**src/rtl/sd_pkg.sv**
```systemverilog
// rtl/sd_pkg.sv - shared SD/MMC framing constants
package sd_pkg;

  localparam int         CRC7_W    = 7;
  localparam logic [6:0] CRC7_POLY = 7'h09;
  localparam logic [6:0] CRC7_INIT = 7'h00;

endpackage

```
**src/rtl/crc7_step.sv**
```systemverilog
// rtl/crc7_step.sv - one-bit MSB-first CRC next-state function
module crc7_step
  import sd_pkg::*;
#(
  parameter int               CRC_W = CRC7_W,
  parameter logic [CRC_W-1:0] POLY  = CRC7_POLY
) (
  input  logic [CRC_W-1:0] crc_in,
  input  logic             bit_in,
  output logic [CRC_W-1:0] crc_out
);

  logic fb;

  // x^CRC_W is implicit: the bit shifted out of the MSB becomes the feedback.
  assign fb      = bit_in ^ crc_in[CRC_W-1];
  assign crc_out = {crc_in[CRC_W-2:0], 1'b0} ^ ({CRC_W{fb}} & POLY);

endmodule

```
**src/rtl/crc7_serial.sv**
```systemverilog
// rtl/crc7_serial.sv - bit-serial CRC-7 generator/checker for SD command frames
module crc7_serial
  import sd_pkg::*;
#(
  parameter int               CRC_W = CRC7_W,
  parameter logic [CRC_W-1:0] POLY  = CRC7_POLY,
  parameter logic [CRC_W-1:0] INIT  = CRC7_INIT
) (
  input  logic             CLK,
  input  logic             RST,
  input  logic             BITVAL,
  input  logic             Enable,
  output logic [CRC_W-1:0] CRC
);

  logic [CRC_W-1:0] crc_next;

  crc7_step #(
    .CRC_W (CRC_W),
    .POLY  (POLY)
  ) u_step (
    .crc_in  (CRC),
    .bit_in  (BITVAL),
    .crc_out (crc_next)
  );

  // BITVAL only reaches the register through the Enable-qualified path,
  // so an undriven bit during idle cycles cannot disturb the remainder.
  always_ff @(posedge CLK or negedge RST) begin
    if (!RST) begin
      CRC <= INIT;
    end else if (Enable) begin
      CRC <= crc_next;
    end
  end

endmodule

```
**config.mk**
```make
export PLATFORM = sky130hd
export DESIGN_NAME = crc7_serial
export DESIGN_NICKNAME = d
export VERILOG_FILES = /design/src/rtl/sd_pkg.sv /design/src/rtl/crc7_step.sv /design/src/rtl/crc7_serial.sv
export SDC_FILE = /design/constraint.sdc
export NUM_CORES = 1
export LEC_CHECK = 0
export CAP_MARGIN = 30
export CORE_AREA = 3 3 40 42
export CTS_BUF_LIST = sky130_fd_sc_hd__clkbuf_4
export DETAILED_ROUTE_END_ITERATION = 6
export DIE_AREA = 0 0 43 45
export PLACE_DENSITY = 0.59
export SLEW_MARGIN = 20
export SYNTH_ARGS = -nofsm -noshare
export SYNTH_HDL_FRONTEND = slang
export SYNTH_SLANG_ARGS = --single-unit
```
**constraint.sdc**
```tcl
create_clock -name CLK -period 1 [get_ports CLK]
set_clock_uncertainty 0.05 [all_clocks]
set_input_delay 0.1 -clock CLK [delete_from_list [all_inputs] [get_ports CLK]]
set_output_delay 0.1 -clock CLK [all_outputs]
set_load 0.03 [all_outputs]
```
==> results of run 1 <==
[report_power, final]
group	internal [mW]	switching (mW)
registers	0.432	0.106
clock network	0.146	0.105
logic	0.492	0.438
[cells in the final DEF (no fill, tap or decap), types with 2 or more instances in the layout]
| cell type | count |
|---|---|
| mux2_2 | 5 |
| clkdlybuf4s50_1 | 3 |
| clkbuf_4 | 3 |
| dfrtp_2 | 2 |
| dfrtp_1 | 5 |
| buf_6 | 5 |
| buf_4 | 6 |
[stage by stage]
stage	setup TNS [ns]	cells
2_1_floorplan	-0.2610	23
3_3_place_gp	-1.551	46
3_5_place_dp	-1.589	46
4_1_cts	-0.3229	50
5_1_grt	-0.3706	50
6_report	-0.2898	50
[routing by layer]
layer  wire, um  share of wire, %  up-vias  global-route usage [%]
li1           -                 -       96                       -
met1        178                35       99                   5.237
met2        285                56        5                   11.08
met3         42               8.3        0                   3.187
met4          0                 0        0                   7.229
met5          0                 0        -                       0
[final cells by class]
type | count | area, sq um | area share, %
Clock buffer | 3 | 22.52 | 4.813
Clock inverter | 1 | 5.005 | 1.070
Multi-Input combinational cell | 10 | 112.6 | 24.06
Sequential cell | 7 | 177.7 | 37.97
Tap cell | 15 | 18.77 | 4.011
Timing Repair Buffer | 14 | 131.4 | 28.07
[logic make-up after synthesis]
logic type | count (synthesis) | share of synthesized area (%)
multiplexers | 6 | 21.59
XOR/XNOR | 2 | 9.848
flip-flops | 7 | 53.03
buffers and inverters | 6 | 12.88
AO/OA/AOI/OAI | 1 | 1.514
AND/OR/NAND/NOR | 1 | 1.135
[timing repair]
item,4_1_cts,5_1_grt
gates cloned,0,0
gates resized for setup,3,2
setup buffers,0,0
pin swaps,1,0
endpoints found under the setup margin,3,5
[how the worst max path moves through the flow]
stage               startpoint      to  depth (start not counted)
floorplan               CRC[6]  CRC[3]                          2
global placement        BITVAL  CRC[3]                          3
detailed placement      BITVAL  CRC[3]                          3
CTS                     CRC[2]  CRC[3]                          2
global route            CRC[2]  CRC[3]                          2
finish                  CRC[2]  CRC[3]                          2
[critical path, cell delays in order, from the launching register on]
cell and delay [ns]:
dfrtp_2 0.41, xor3_1 0.34, mux2_4 0.26
==> metrics.cfg, run 1 <==
[route]
drc=0
ant_nets=0
first_pass_iters=2
wl_um=507
vias=200
avgRoutedWirePerCell_um=10.14
drt_iter0_markers=1
vias_per_cell=4.000

[die]
design.core.area_sq_um=1285
design.portCount=11
die_h_um=45
row_count=13
die-area_sq_um=1935
initial_utilization_pct=25.71
die_w_um=43

[worst_setup_path]
endpoint_kind=flip-flop
crit_required_ns=1.08
rr_worst_depth=2
rr_startpoint=CRC[2]
r2r-end=CRC[3]
worstSetupPathType=reg2reg
ff2ff_setup_slack_ns=-0.17
arrival_ns=1.25
cp-start-kind=flip-flop
cp_max_fo=2

[sta]
setup_violations=3
period_needed_ns=1.166
relSlewSlack_pct=79.02
hold_viol=0
drv_slew=0
worstMarginPinSlew_ns=0.3137
final.period_utilization_pct=116.6
timing.hold.ws_ns=0.05622
grt_setup_unrepaired=true
fin_ws_ns=-0.1659
max_freq_mhz=857.7

[logic_synthesis]
synth_top_cell_by_area=dfrtp_1
synth_seq_area_share_pct=53.03
synth-edff-count=0
yosys_register_bits=7
dominantRegCellSynth=dfrtp_1
syn-cell-area_sq_um=330.3
netlist_top_cells_area=dfrtp_1 53%, mux2_2 17%, buf_4 11%
async_flop_share_pct=100.0
synth_top_area_share_pct=53.03
synth_cells=23
synth_common_cells=7 x dfrtp_1, 5 x buf_4, 5 x mux2_2
ys_warn_count=0
synth_cell_types=9
avgSynthCellArea_sq_um=14.36
synth_most_common_cell=dfrtp_1
synth_nets=27

[clock_tree]
clk_pin_slew_ns=0.06
clock_path_buffers=2
insertion_delay_ns=0.25
cts_made_buffers=3
cts.sink_count=7
cts-htree-levels=1
hold_buffers=0
clockRootBuffer=clkbuf_4
tritoncts=done

[run]
cap_violations=0

[final_layout]
drive_gt1_share_pct=65.71
largest_register_ffs=7
design_area_sq_um=467.9
fillers=131
fin_util_pct=36.42
final_nets=40
synthToLayoutAreaGrowth_pct=41.67
top_register=CRC
diodes=0
reg_top3=CRC: 7 flops

[run_status]
status=finished, violations left
violations=negative setup slack

[power_and_ir_drop]
p_leak_nw=0.2152
peakVddDrop_mv=1.092
power_mw=1.718
power_density_nw_per_um2=3672

[placed_design]
placed_area_sq_um=421.7
pre_cts_slack_ns=-0.4118
place_congestion=0.6375
port_buffers=10

[grt]
grtUsageTotal_pct=6.571
antenna_found_initial=0
grt_pass1_wl_um=869
gr-total-overflow=0
grt_max_degree=9
grt_pass1_vias=229

[worst_hold_path]
min-delay-path-class=in2async

Power figures use the tool's default switching activity.
==> run 2, diff against run 1 <==
Settings changed: PLACE_DENSITY 0.59 to not set.
==> metrics.cfg, run 2 (synthesized netlist as in run 1, its figures left out) <==
[route]
drt_iter0_markers=0  ; -1
vias_per_cell=3.843  ; -3.9%
avgRoutedWirePerCell_um=10.96  ; +8.1%
first_pass_iters=1  ; -1
wl_um=559  ; +10%
vias=196  ; -2.0%
drc=0  ; unchanged
ant_nets=0  ; unchanged

[final_layout]
mostFrequentLayoutCells=7 x buf_4, 5 x dfrtp_1, 5 x mux2_2, 5 x buf_6, 4 x clkbuf_4
final_nets=41  ; +2.5%
reg_top3=CRC: 7 flops
final_cells=51  ; +2.0%
final_common_cell=buf_4
drive_gt1_share_pct=69.44  ; +3.7 points
diodes=0  ; unchanged
synthToLayoutAreaGrowth_pct=46.97
largest_register_ffs=7  ; unchanged
fin_util_pct=37.78  ; +1.4 points
design_area_sq_um=485.5  ; +3.7%
top_register=CRC

[worst_setup_path]
cp_cell_sequence=xor3_1 -> mux2_4
arrival_ns=1.26  ; about the same
cp_max_fo=2  ; unchanged
cp-start-kind=flip-flop
worst-path-buf-inv=0  ; unchanged
critPathSlowestCell=dfrtp_2
worstSetupPathType=reg2reg
max_stage_delay_ns=0.41  ; about the same
crit_required_ns=1.08  ; about the same
endpoint_kind=flip-flop
path_delay_family=flip-flops

[worst_hold_path]
min-delay-path-class=in2async

[run]
cap_violations=0  ; unchanged

[clock_tree]
tritoncts=done
clk_pin_slew_ns=0.05  ; about the same
cts_made_buffers=3  ; unchanged
clockRootBuffer=clkbuf_4
insertion_delay_ns=0.25  ; about the same
cts-htree-levels=1  ; unchanged
hold_buffers=0  ; unchanged
clock_path_buffers=2  ; unchanged
cts.sink_count=7  ; unchanged

[placed_design]
port_buffers=10  ; unchanged
placed_area_sq_um=421.7  ; unchanged
placedCellCount=46  ; unchanged
place_congestion=0.6381  ; about the same

[sta]
drv_slew=0  ; unchanged
final.period_utilization_pct=118.2  ; +1.6 points
max_freq_mhz=846.1  ; -1.4%
fin_ws_ns=-0.1819  ; -0.01599 ns
relSlewSlack_pct=78.86  ; -0.16 points
timing.hold.ws_ns=0.06120  ; +0.004978 ns
grt_setup_unrepaired=true
worstMarginPinSlew_ns=0.3161  ; +0.002381 ns
setup_tns_ns=-0.3210  ; -0.03121 ns
hold_viol=0  ; unchanged
period_needed_ns=1.182  ; +0.01599 ns
setup_violations=3  ; unchanged

[power_and_ir_drop]
p_leak_nw=0.2253  ; +4.7%
peakVddDrop_mv=0.9906  ; -9.3%
power_density_nw_per_um2=3700  ; +0.76%

[grt]
grt_pass1_wl_um=903  ; +3.9%
grtUsageTotal_pct=6.818  ; +0.25 points
grt_pass1_vias=228  ; -0.44%
grt_max_degree=9  ; unchanged
antenna_found_initial=0  ; unchanged
gr-total-overflow=0  ; unchanged

[die]
initial_utilization_pct=25.71  ; unchanged
die_w_um=43  ; unchanged
die_h_um=45  ; unchanged
design.portCount=11  ; unchanged
die-area_sq_um=1935  ; unchanged
row_count=13  ; unchanged
design.core.area_sq_um=1285  ; unchanged

[run_status]
status=finished, violations left
violations=negative setup slack

-- run 2: cell count changes in the layout (fill, tap and decap cells not counted) --
cell	delta
clkbuf_4	+1
buf_4	+1
xnor2_1	-1
xnor2_2	+1
clkinv_2	-1
-- run 2: final cells by class --
type                    instances  area, sq um
well taps                      15        18.77
clock buffers                   4        30.03
multi-input cells              10        120.1
flip-flops and latches          7        177.7
repair buffers                 15        138.9
fillers                       133        799.5
-- run 2: power breakdown --
group | internal [mW] | leakage, nW | switching, mW
combinational | 0.521 | 0.129 | 0.463
clock | 0.179 | 0.0184 | 0.0999
sequential | 0.432 | 0.0782 | 0.101
-- run 2: metal layers --
layer	track usage, %	share of wire [%]	vias up
li1	-	-	98
met1	5.473	38	94
met2	11.98	56	4
met3	2.789	6.1	0
met4	7.229	0	0
met5	0	0	-
-- run 2: metrics by stage --
stage	setup slack, ns	power [mW]
floorplan	-0.2610	1.197
global placement	-0.4075	1.396
detailed placement	-0.4412	1.417
CTS	-0.1862	1.757
global route	-0.2061	1.892
finish	-0.1819	1.796
-- run 2: final timing paths --
kind                         from     end  slack (ns)  cells past startpoint
max                        CRC[6]  CRC[3]       -0.18                      2
min                           RST  CRC[3]        0.06                      1
max reg2reg                CRC[6]  CRC[3]       -0.18                      2
min reg2reg                CRC[1]  CRC[1]        0.48                      1
max in group asynchronous     RST  CRC[2]        0.58                      1
min in group CLK           CRC[1]  CRC[1]        0.48                      1
-- run 2: timing repair --
action / CTS / global route
endpoints found under the hold margin: 0 / 0
cloned: 0 / 0
gates resized for setup: 3 / 3
endpoints found under the setup margin: 3 / 8
buffers inserted: 0 / 1
==> run 3, diff against run 2 <==
--- a/config.mk
+++ b/config.mk
@@ -8,2 +8,4 @@
 export CAP_MARGIN = 30
+export CELL_PAD_IN_SITES_DETAIL_PLACEMENT = 2
+export CELL_PAD_IN_SITES_GLOBAL_PLACEMENT = 2
 export CORE_AREA = 3 3 40 42
@@ -12,2 +14,3 @@
 export DIE_AREA = 0 0 43 45
+export PLACE_DENSITY_LB_ADDON = 0.1
 export SLEW_MARGIN = 20
==> constraint.sdc (replaced) <==
create_clock -name CLK -period 1 [get_ports CLK]
set_clock_uncertainty 0.05 [all_clocks]
set_input_delay 0.2 -clock CLK [delete_from_list [all_inputs] [get_ports CLK]]
set_output_delay 0.2 -clock CLK [all_outputs]
set_load 0.03 [all_outputs]
==> metrics.cfg, run 3 (synthesized netlist as in run 1, its figures left out) <==
[placed_design]
pre_cts_slack_ns=-0.5449  ; -0.1036 ns
placedCellCount=46  ; unchanged
place_congestion=0.6390  ; +0.14%
port_buffers=10  ; unchanged
hpwl_um=520.1

[final_layout]
final_cells=57  ; +12%
drive_gt1_share_pct=73.81  ; +4.4 points
synthToLayoutAreaGrowth_pct=70.45
reg_top3=CRC: 7 flops
top_register=CRC
final_nets=47  ; +15%
final_common_cell=buf_6
largest_register_ffs=7  ; unchanged
mostFrequentLayoutCells=10 x buf_6, 7 x buf_4, 5 x dfrtp_1, 5 x mux2_2, 4 x clkbuf_4
diodes=0  ; unchanged

[clock_tree]
tritoncts=done
insertion_delay_ns=0.26  ; about the same
clk_pin_slew_ns=0.06  ; about the same
cts.sink_count=7  ; unchanged
cts_made_buffers=3  ; unchanged
hold_buffers=0  ; unchanged
clock_path_buffers=2  ; unchanged
clockRootBuffer=clkbuf_4
cts-htree-levels=1  ; unchanged

[worst_setup_path]
critical_path_depth=2  ; unchanged
rr_startpoint=CRC[6]
cp-start-kind=flip-flop
endpoint_kind=flip-flop
worst-path-buf-inv=0  ; unchanged
cp_max_fo=2  ; unchanged
crit_path_end=CRC[3]
arrival_ns=1.30  ; +0.04 ns
r2r-end=CRC[3]
worstSetupPathType=reg2reg
crit_start=CRC[6]
rr_worst_depth=2  ; unchanged
critPathSlowestCell=dfrtp_2
cp_cell_sequence=xor3_1 -> mux2_4
crit_required_ns=1.09  ; about the same
ff2ff_setup_slack_ns=-0.21  ; -0.02 ns
max_stage_delay_ns=0.41  ; about the same
path_delay_family=flip-flops

[run_status]
status=finished, violations left
violations=negative setup slack

[grt]
grt_pass1_vias=264  ; +16%
grtUsageTotal_pct=10.08  ; +3.3 points
gr-total-overflow=0  ; unchanged
grt_max_degree=9  ; unchanged
antenna_found_initial=0  ; unchanged
grt_pass1_wl_mm=1.262  ; +40%

[sta]
hold_viol=0  ; unchanged
relSlewSlack_pct=77.89  ; -0.97 points
drv_slew=0  ; unchanged
period_needed_ns=1.207  ; +0.02493 ns
setup_violations=10  ; +7
grt_setup_unrepaired=true
worstMarginPinSlew_ns=0.3306  ; +0.01451 ns
fin_ws_ns=-0.2068  ; -0.02493 ns
final.period_utilization_pct=120.7  ; +2.5 points
timing.hold.ws_ns=0.1530  ; +0.09177 ns
max_freq_mhz=828.6  ; -2.1%

[route]
ant_nets=0  ; unchanged
drc=0  ; unchanged
first_pass_iters=1  ; unchanged
vias_per_cell=3.947  ; +2.7%
avgRoutedWirePerCell_um=13.65  ; +25%
wl_um=778  ; +39%
drt_iter0_markers=0  ; unchanged
vias=225  ; +15%

[die]
design.portCount=11  ; unchanged
die-area_sq_um=1935  ; unchanged
die_w_um=43  ; unchanged
initial_utilization_pct=25.71  ; unchanged
row_count=13  ; unchanged
die_h_um=45  ; unchanged
design.core.area_sq_um=1285  ; unchanged

[worst_hold_path]
min-delay-path-class=in2async

[power_and_ir_drop]
p_leak_nw=0.2753  ; +22%
power_mw=2.090  ; +16%
peakVddDrop_mv=1.222  ; +23%
power_density_nw_per_um2=3712  ; +0.33%

[run]
cap_violations=0  ; unchanged

[run 3: cell count changes in the layout (fill, tap and decap cells not counted), sizes merged]
cell / change
dlymetal6s2s: +1
clkdlybuf4s50: -2
buf: +6
dlygate4sd2: +1
[run 3: metal layers]
layer / vias to the layer above / track usage, % / share of wire, %
met5: - / 0 / 0
met4: 0 / 10.84 / 4.1
met3: 3 / 3.984 / 6.8
met2: 12 / 14.67 / 44
met1: 101 / 10.62 / 45
li1: 109 / - / -
[run 3: power by group]
part	leakage, nW	internal [mW]	switching (mW)
combinational	0.179	0.733	0.525
clock	0.0184	0.180	0.116
sequential	0.0782	0.432	0.104
total	0.275	1.35	0.745
[run 3: layout make-up]
type | count | area [sq um]
sequential | 7 | 177.7
clock buffer | 4 | 30.03
multi-input combinational | 10 | 120.1
timing repair buffer | 21 | 216.5
tap | 15 | 18.77
fill | 133 | 721.9
[run 3: how the worst min path moves through the flow]
| stage | startpoint | to | slack, ns | depth (start not counted) |
|---|---|---|---|---|
| 2_1_floorplan | RST | CRC[0] | -0.15 | 0 |
| 3_3_place_gp | RST | CRC[0] | 0.44 | 1 |
| 3_5_place_dp | RST | CRC[0] | 0.44 | 1 |
| 4_1_cts | RST | CRC[5] | 0.16 | 1 |
| 5_1_grt | RST | CRC[0] | 0.16 | 1 |
| 6_report | RST | CRC[5] | 0.15 | 1 |
[run 3: what timing repair did]
item / 4_1_cts / 5_1_grt
pin swaps: 1 / 3
setup buffers: 6 / 1
gates resized for setup: 9 / 4
endpoints found under the setup margin: 13 / 10
[run 3: metrics by stage]
stage | TNS, ns | instance area (sq um) | utilization [%]
after global routing | -1.193 | 563.0 | 43.82
after floorplan | -0.2610 | 332.8 | -
after global placement | -2.336 | 434.2 | 33.79
final | -0.8024 | 563.0 | 43.82
after detailed placement | -2.449 | 434.2 | 33.79
after CTS | -0.9984 | 538.0 | 41.87
